File: config.mk
export PLATFORM = sky130hd
export DESIGN_NAME = sp_ram_arbiter
export DESIGN_NICKNAME = d
export VERILOG_FILES = /design/src/rtl/mem_pkg.sv /design/src/rtl/single_port_ram.sv /design/src/rtl/sp_ram_arbiter.sv
export SDC_FILE = /design/constraint.sdc
export NUM_CORES = 1
export LEC_CHECK = 0
export CAP_MARGIN = 20
export CORE_MARGIN = 1.5
export CORE_UTILIZATION = 45
export DETAILED_ROUTE_END_ITERATION = 10
export SYNTH_ARGS = -nofsm -noshare
export SYNTH_HDL_FRONTEND = slang
export SYNTH_HIERARCHICAL = 1
export SYNTH_SLANG_ARGS = --single-unit
export TNS_END_PERCENT = 1
File: constraint.sdc
create_clock -name clk -period 11.5 [get_ports clk]
set_input_delay 3.45 -clock clk [delete_from_list [all_inputs] [get_ports clk]]
set_output_delay 3.45 -clock clk [all_outputs]
set_load 0.02 [all_outputs]
File: src/rtl/mem_pkg.sv
// Shared defaults, FSM encoding and port identifiers for the arbitrated single-port RAM.
package mem_pkg;

  localparam int unsigned DEF_DATA_WIDTH = 8;
  localparam int unsigned DEF_ADDR_WIDTH = 6;
  localparam int unsigned DEF_INIT_VALUE = 0;

  typedef enum logic {
    StInit,
    StRun
  } state_e;

  localparam logic PORT_A = 1'b0;
  localparam logic PORT_B = 1'b1;

endpackage

File: src/rtl/single_port_ram.sv
// Single-port synchronous RAM with a registered, reset-cleared read output (read-first).
module single_port_ram #(
  parameter int unsigned DATA_WIDTH = 8,
  parameter int unsigned ADDR_WIDTH = 6
) (
  input  logic                  clk,
  input  logic                  rst,
  input  logic                  we,
  input  logic [ADDR_WIDTH-1:0] addr,
  input  logic [DATA_WIDTH-1:0] din,
  output logic [DATA_WIDTH-1:0] dout
);

  logic [DATA_WIDTH-1:0] mem [2**ADDR_WIDTH];

  always_ff @(posedge clk) begin
    if (we) begin
      mem[addr] <= din;
    end
  end

  always_ff @(posedge clk) begin
    if (rst) begin
      dout <= '0;
    end else begin
      dout <= mem[addr];
    end
  end

endmodule

File: src/rtl/sp_ram_arbiter.sv
// Two-port round-robin front end for a single-port RAM; clears the array after reset, then
// shares the port between requesters A and B with tagged one-cycle read returns.
module sp_ram_arbiter
  import mem_pkg::*;
#(
  parameter int unsigned           DATA_WIDTH = DEF_DATA_WIDTH,
  parameter int unsigned           ADDR_WIDTH = DEF_ADDR_WIDTH,
  parameter logic [DATA_WIDTH-1:0] INIT_VALUE = DATA_WIDTH'(DEF_INIT_VALUE)
) (
  input  logic                  clk,
  input  logic                  rst,
  input  logic                  req_a,
  input  logic                  we_a,
  input  logic [ADDR_WIDTH-1:0] addr_a,
  input  logic [DATA_WIDTH-1:0] wdata_a,
  output logic                  gnt_a,
  output logic                  rvalid_a,
  output logic [DATA_WIDTH-1:0] rdata_a,
  input  logic                  req_b,
  input  logic                  we_b,
  input  logic [ADDR_WIDTH-1:0] addr_b,
  input  logic [DATA_WIDTH-1:0] wdata_b,
  output logic                  gnt_b,
  output logic                  rvalid_b,
  output logic [DATA_WIDTH-1:0] rdata_b,
  output logic                  init_done
);

  state_e                state_q, state_d;
  logic [ADDR_WIDTH-1:0] clr_addr_q, clr_addr_d;
  logic                  last_q, last_d;
  logic                  rd_valid_q, rd_valid_d;
  logic                  rd_tag_q, rd_tag_d;
  logic                  run;

  logic                  ram_we;
  logic [ADDR_WIDTH-1:0] ram_addr;
  logic [DATA_WIDTH-1:0] ram_din;
  logic [DATA_WIDTH-1:0] ram_dout;

  // Outputs are masked while rst is high so a mid-operation reset takes effect immediately.
  assign run       = (state_q == StRun) && !rst;
  assign init_done = run;

  always_comb begin
    gnt_a = 1'b0;
    gnt_b = 1'b0;
    if (run) begin
      if (req_a && req_b) begin
        if (last_q == PORT_B) begin
          gnt_a = 1'b1;
        end else begin
          gnt_b = 1'b1;
        end
      end else begin
        gnt_a = req_a;
        gnt_b = req_b;
      end
    end
  end

  always_comb begin
    state_d    = state_q;
    clr_addr_d = clr_addr_q;
    last_d     = last_q;
    rd_valid_d = (gnt_a && !we_a) || (gnt_b && !we_b);
    rd_tag_d   = gnt_b ? PORT_B : PORT_A;
    unique case (state_q)
      StInit: begin
        clr_addr_d = clr_addr_q + 1'b1;
        if (clr_addr_q == '1) begin
          state_d = StRun;
        end
      end
      StRun: begin
        if (gnt_a) begin
          last_d = PORT_A;
        end else if (gnt_b) begin
          last_d = PORT_B;
        end
      end
      default: state_d = StInit;
    endcase
  end

  always_ff @(posedge clk) begin
    if (rst) begin
      state_q    <= StInit;
      clr_addr_q <= '0;
      last_q     <= PORT_B;
      rd_valid_q <= 1'b0;
      rd_tag_q   <= PORT_A;
    end else begin
      state_q    <= state_d;
      clr_addr_q <= clr_addr_d;
      last_q     <= last_d;
      rd_valid_q <= rd_valid_d;
      rd_tag_q   <= rd_tag_d;
    end
  end

  always_comb begin
    ram_we   = 1'b0;
    ram_addr = clr_addr_q;
    ram_din  = INIT_VALUE;
    if (state_q == StInit) begin
      ram_we = !rst;
    end else if (gnt_a) begin
      ram_we   = we_a;
      ram_addr = addr_a;
      ram_din  = wdata_a;
    end else if (gnt_b) begin
      ram_we   = we_b;
      ram_addr = addr_b;
      ram_din  = wdata_b;
    end
  end

  single_port_ram #(
    .DATA_WIDTH(DATA_WIDTH),
    .ADDR_WIDTH(ADDR_WIDTH)
  ) u_ram (
    .clk (clk),
    .rst (rst),
    .we  (ram_we),
    .addr(ram_addr),
    .din (ram_din),
    .dout(ram_dout)
  );

  assign rvalid_a = rd_valid_q && (rd_tag_q == PORT_A) && !rst;
  assign rvalid_b = rd_valid_q && (rd_tag_q == PORT_B) && !rst;
  assign rdata_a  = ram_dout;
  assign rdata_b  = ram_dout;

endmodule
======== Yosys cells after proc, flatten, opt, wreduce, memory -nomap -nowiden ========
Memory sizes are Yosys's and may differ from the RTL's. A register that Yosys moved wholly into a read port is not among the register bits.
Index checks and enable logic that the tools add are counted.
word-level totals
  bits in registers ....................... 10
  bits in writable memories ............... 512
  bits of input ports ..................... 34
  output and inout bits ................... 21
  logic and storage cells ................. 45
  memories ................................ 1
memory list
  name       depth  width  rd ports  clocked after Yosys merged registers in  write ports  RTL line               RTL
  u_ram.mem  64     8      1         1                                        1            single_port_ram.sv:14  logic [DATA_WIDTH-1:0] mem [2**ADDR_WIDTH];
operators by class
  add/subtract/negate cells ............... 1
  equality and inequality tests ........... 1
  mux-type cells .......................... 22
  bitwise logic cells ..................... 1
  reduce and logical (&&, ||, !) cells .... 14
operators with widths
  cell                                         count
  two-way mux 8 bit                            3
  two-way mux 6 bit                            3
  two-way mux 1 bit                            16
  logical AND 1 bit                            8
  adder 6 x 1 -> 6 bit, second input constant  1
  == test 6 bit, second input constant         1
  zero test 1 bit                              3
  AND reduction 2 bit                          1
  nonzero test 2 bit                           1
  logical OR 1 bit                             1
  NOT 1 bit                                    1

======== Depth between registers and ports, before layout ========
  word-level depth ........................ 8
  gate-level depth with buffers ........... 16
  mapped depth without buffers ............ 10

======== By module ========
The synthesis kept the hierarchy.
by module, submodules not included
  module           times used  cells an instance  area an instance (sq um)  sequential area each (sq um)
  single_port_ram  1           1,178              20,076.8                  15,534.9
  sp_ram_arbiter   1           95                 802.0                     200.2

======== Least setup slack after synthesis ========
OpenSTA, ideal clock, no wires.
  kind .................................... in2out
  from .................................... input rst
  to ...................................... output gnt_a
  data arrival time ....................... 4.155 ns
  slack ................................... 3.895 ns
  stages on the path ...................... 4
  cell sequence ........................... buf_6 nand2b_4 nor3_4 buf_6
on the way
  longest elaborated chain between the ends .. 3
RTL lines
  item               RTL line              RTL
  from (decl)        sp_ram_arbiter.sv:11  input logic rst,
  zero test 1 bit    sp_ram_arbiter.sv:42  assign run = (state_q == StRun) && !rst;
  logical AND 1 bit  sp_ram_arbiter.sv:42
  two-way mux 1 bit  sp_ram_arbiter.sv:48  if (run) begin
  to (decl)          sp_ram_arbiter.sv:16  output logic gnt_a,
Every way passes these cells.

======== Final worst setup path ========
Ends and elaborated chain as after synthesis.

==> results.md <==
* Status: complete, no violations
* Fmax at about 110 MHz
* Total negative slack at 0 ps
* Worst setup margin at 2340 ps
* N_diodes at 0
* Cell Area, Synth at between 0.02 and 0.025 sq mm
* Dpl cell area at 0.0219 sq mm
* Via count of the first global-routing pass at roughly 12000
* Primary FF master, synth: edfxtp_1
* CTS Sinks at 530
* Critical Path Sink Type: output port
* # DRC at 0
* YS warnings at 6
* Worst-margin pin slew at 1110 ps
* End of the worst register-to-register path: u_ram/mem[53][4]$_DFFE_PP_
* DP HPWL at between 30000 and 40000 um
* Synth cell types at 71
* Worst Setup SP: rst
* Final Slew Violations at 0
* LEAKAGE at 8.16 nW
* Tmin final at approximately 9200 ps
* CTS tree: built
* Die W at between 200 and 250 um
* Reg2Reg Setup Slack at just over 6000 ps
* Layout net count at between 1000 and 1500
* Initial DRC Count at 1468
* PostCTS Resize Cnt at 0
* Postcts setup bufs at 0
* CTS Buffer Depth at 3
* Data arrival time of the critical path at roughly 5700 ps
* Port-buffer cells at 54
* Crit path max fanout at 18
* CTS clock-pin slew for the worst setup and hold paths at 60 ps
* GR Overflow Total at 0
* Die area at 0.0477 sq mm
* Crit Path Category: in -> out
* Total core area at between 0.04 and 0.05 sq mm
* Mapped Nets at between 1000 and 1500
* Final core area utilization at a little over half
* Via density at 6.19
* Slowest CP cell: clkdlybuf4s50_1
* RePlAce Congestion at between 0.8 and 0.9
* Reg2reg path depth at 7
* Top cell by count, worst path: clkdlybuf4s50_1
* Gr usage total at between 20% and 30%
* Post-route cell area at roughly 0.024 sq mm
* CTS buffer count at 53
* Antenna viol nets, final at 0
* Largest net degree at the start of global routing at slightly above 100
* Global-route wire length before repair at around 81000 um
* EDFF count, synth at around 500
* Unrepaired setup endpoints after global routing: no
* Final hold vios at 0
* Commonest non-fill, non-tap cell in the layout: edfxtp_1
* Hold Crit Class: reg -> reg
* Startpoint Class: primary input
* Critical Path RT at 8050 ps
* Worst-case clock skew at roughly 23 ps
* Hold-fix buffers, CTS at 0
* DR WL/cell at roughly 28 um
* Avg Cell Area, Syn at roughly 16 sq um
* Highest cell delay on the worst timing path at between 700 and 800 ps
* IO Count at between 50 and 60
* Post-synth ARST share at 0%
* Post-synthesis sequential area ratio at between 70 and 80%
* Starting Density at about 46%
* Slew HR at 26.0%
* FF-to-FF Start: state_q$_SDFF_PP0_
* # rows at 78
* Crit-path cells: clkdlybuf4s50_1, buf_4, nand2b_4, nor3_4, clkdlybuf4s50_1
* VDD IR max at approximately 0.12 mV
* Initial antenna violation count at 1
* Placement Setup Slack at ~2300 ps
* Period utilization at about 80%
* Synthesized instance count at 1273
* CTS root buffer: clkbuf_16
* Max H-tree Level at 2
* Endpoints failing setup at 0
* Drt total wl at between 50000 and 60000 um
* CP endpoint: gnt_a
* Via count at 12145
* Syn-to-layout area delta at 14.1%
* Share of cells above drive strength 1 at between 10% and 20%
* Pwr dens at approximately 180 mW/mm^2
* Clock Latency Late Sink at between 600 and 700 ps
* Layout fillers at roughly 3600
* # Max-Cap Violations at 0
* Commonest non-fill, non-tap cells in the layout: edfxtp_1, nor2_1, a22oi_1, a221oi_1, clkbuf_16
* Router iterations before antenna repair at 5
* Cell count after placement at between 1500 and 2000
* Final cell count without fillers at approximately 2000
* DIE HEIGHT at 218 um
* Flops & latches, synth at 530
## area by class of cell
class                   count  area, sq um  share of cell area, %
multi-input cells         624         4550                   19.1
flip-flops and latches    530        15700                   66.0
well taps                 600          751                   3.15
clock buffers              69         1500                   6.29
repair buffers             89          816                   3.42
clock inverters            31          402                   1.69
inverters                  20         76.3                  0.320
## cell families after synthesis
logic type                 Yosys count  synth area share [%]
AOI/OAI and AO/OA                  358                  12.8
xor gates and xnor gates             4                 0.168
adders and majority gates            1                0.0599
buffers and inverters              119                  3.16
DFF                                530                  75.4
muxes                               70                  4.12
and+or+nand+nor                    191                  4.34
## critical path, delay by kind of cell
family,cells,cell delay [ps]
AND/OR/NAND/NOR,2,880
buffers and inverters,3,1360
## worst min-delay path by stage
stage | start | end | depth (start not counted)
detailed placement | clr_addr_q[5]$_SDFFE_PP0N_ | clr_addr_q[5]$_SDFFE_PP0N_ | 2
global placement | clr_addr_q[5]$_SDFFE_PP0N_ | clr_addr_q[5]$_SDFFE_PP0N_ | 2
global route | clr_addr_q[5]$_SDFFE_PP0N_ | clr_addr_q[5]$_SDFFE_PP0N_ | 2
CTS | clr_addr_q[5]$_SDFFE_PP0N_ | clr_addr_q[5]$_SDFFE_PP0N_ | 2
floorplan | clr_addr_q[5]$_SDFFE_PP0N_ | clr_addr_q[5]$_SDFFE_PP0N_ | 2
finish | clr_addr_q[5]$_SDFFE_PP0N_ | clr_addr_q[5]$_SDFFE_PP0N_ | 2
## cell usage after synthesis, types with 3 or more instances
cell,count,area (sq um)
nor2_1,107,402
xnor2_1,3,26.3
a22o_1,33,289
mux2_2,18,203
a22oi_1,89,668
a41oi_1,5,43.8
a21oi_1,37,185
o21ai_0,31,155
buf_4,17,128
buf_1,4,15.0
inv_1,17,63.8
o21a_1,4,30.0
clkbuf_1,25,93.8
dfxtp_1,18,360
o221ai_1,9,78.8
nor3_1,18,90.1
buf_2,39,195
nand3_1,7,35.0
and3_1,4,25.0
nand2_1,22,82.6
mux4_2,11,248
o22ai_1,39,244
nor2b_1,7,43.8
buf_6,13,146
nor3b_1,3,22.5
o32a_1,4,40.0
nand2b_1,5,31.3
edfxtp_1,512,15400
mux2i_1,41,410
a221oi_1,75,657
o21ai_1,6,30.0
## registers in the layout, indices dropped and copies added (netlist names)
register / count
rd_valid_q: 1
last_q: 1
u_ram/mem: 512
u_ram/dout: 8
clr_addr_q: 6
state_q: 1
rd_tag_q: 1
## routing by layer
metal	vias up	routed length [um]	GRT usage [%]
met5	-	18	0
met4	2	1910	9.59
met3	105	4540	5.14
met2	536	25500	35.9
met1	6229	22800	32.4
li1	5273	-	-
## per-stage QoR
stage	hold slack (ps)	total power, mW
finish	528	4.20
CTS	522	4.22
floorplan	464	2.29
global route	564	4.31
detailed placement	510	2.39
global placement	501	2.39
## report_power, final
part / switching (mW) / total, mW / internal (mW)
Combinational: 0.159 / 0.246 / 0.0870
Sequential: 0.00757 / 2.10 / 2.09
Clock: 0.731 / 1.85 / 1.12
Power figures use the tool's default switching activity.
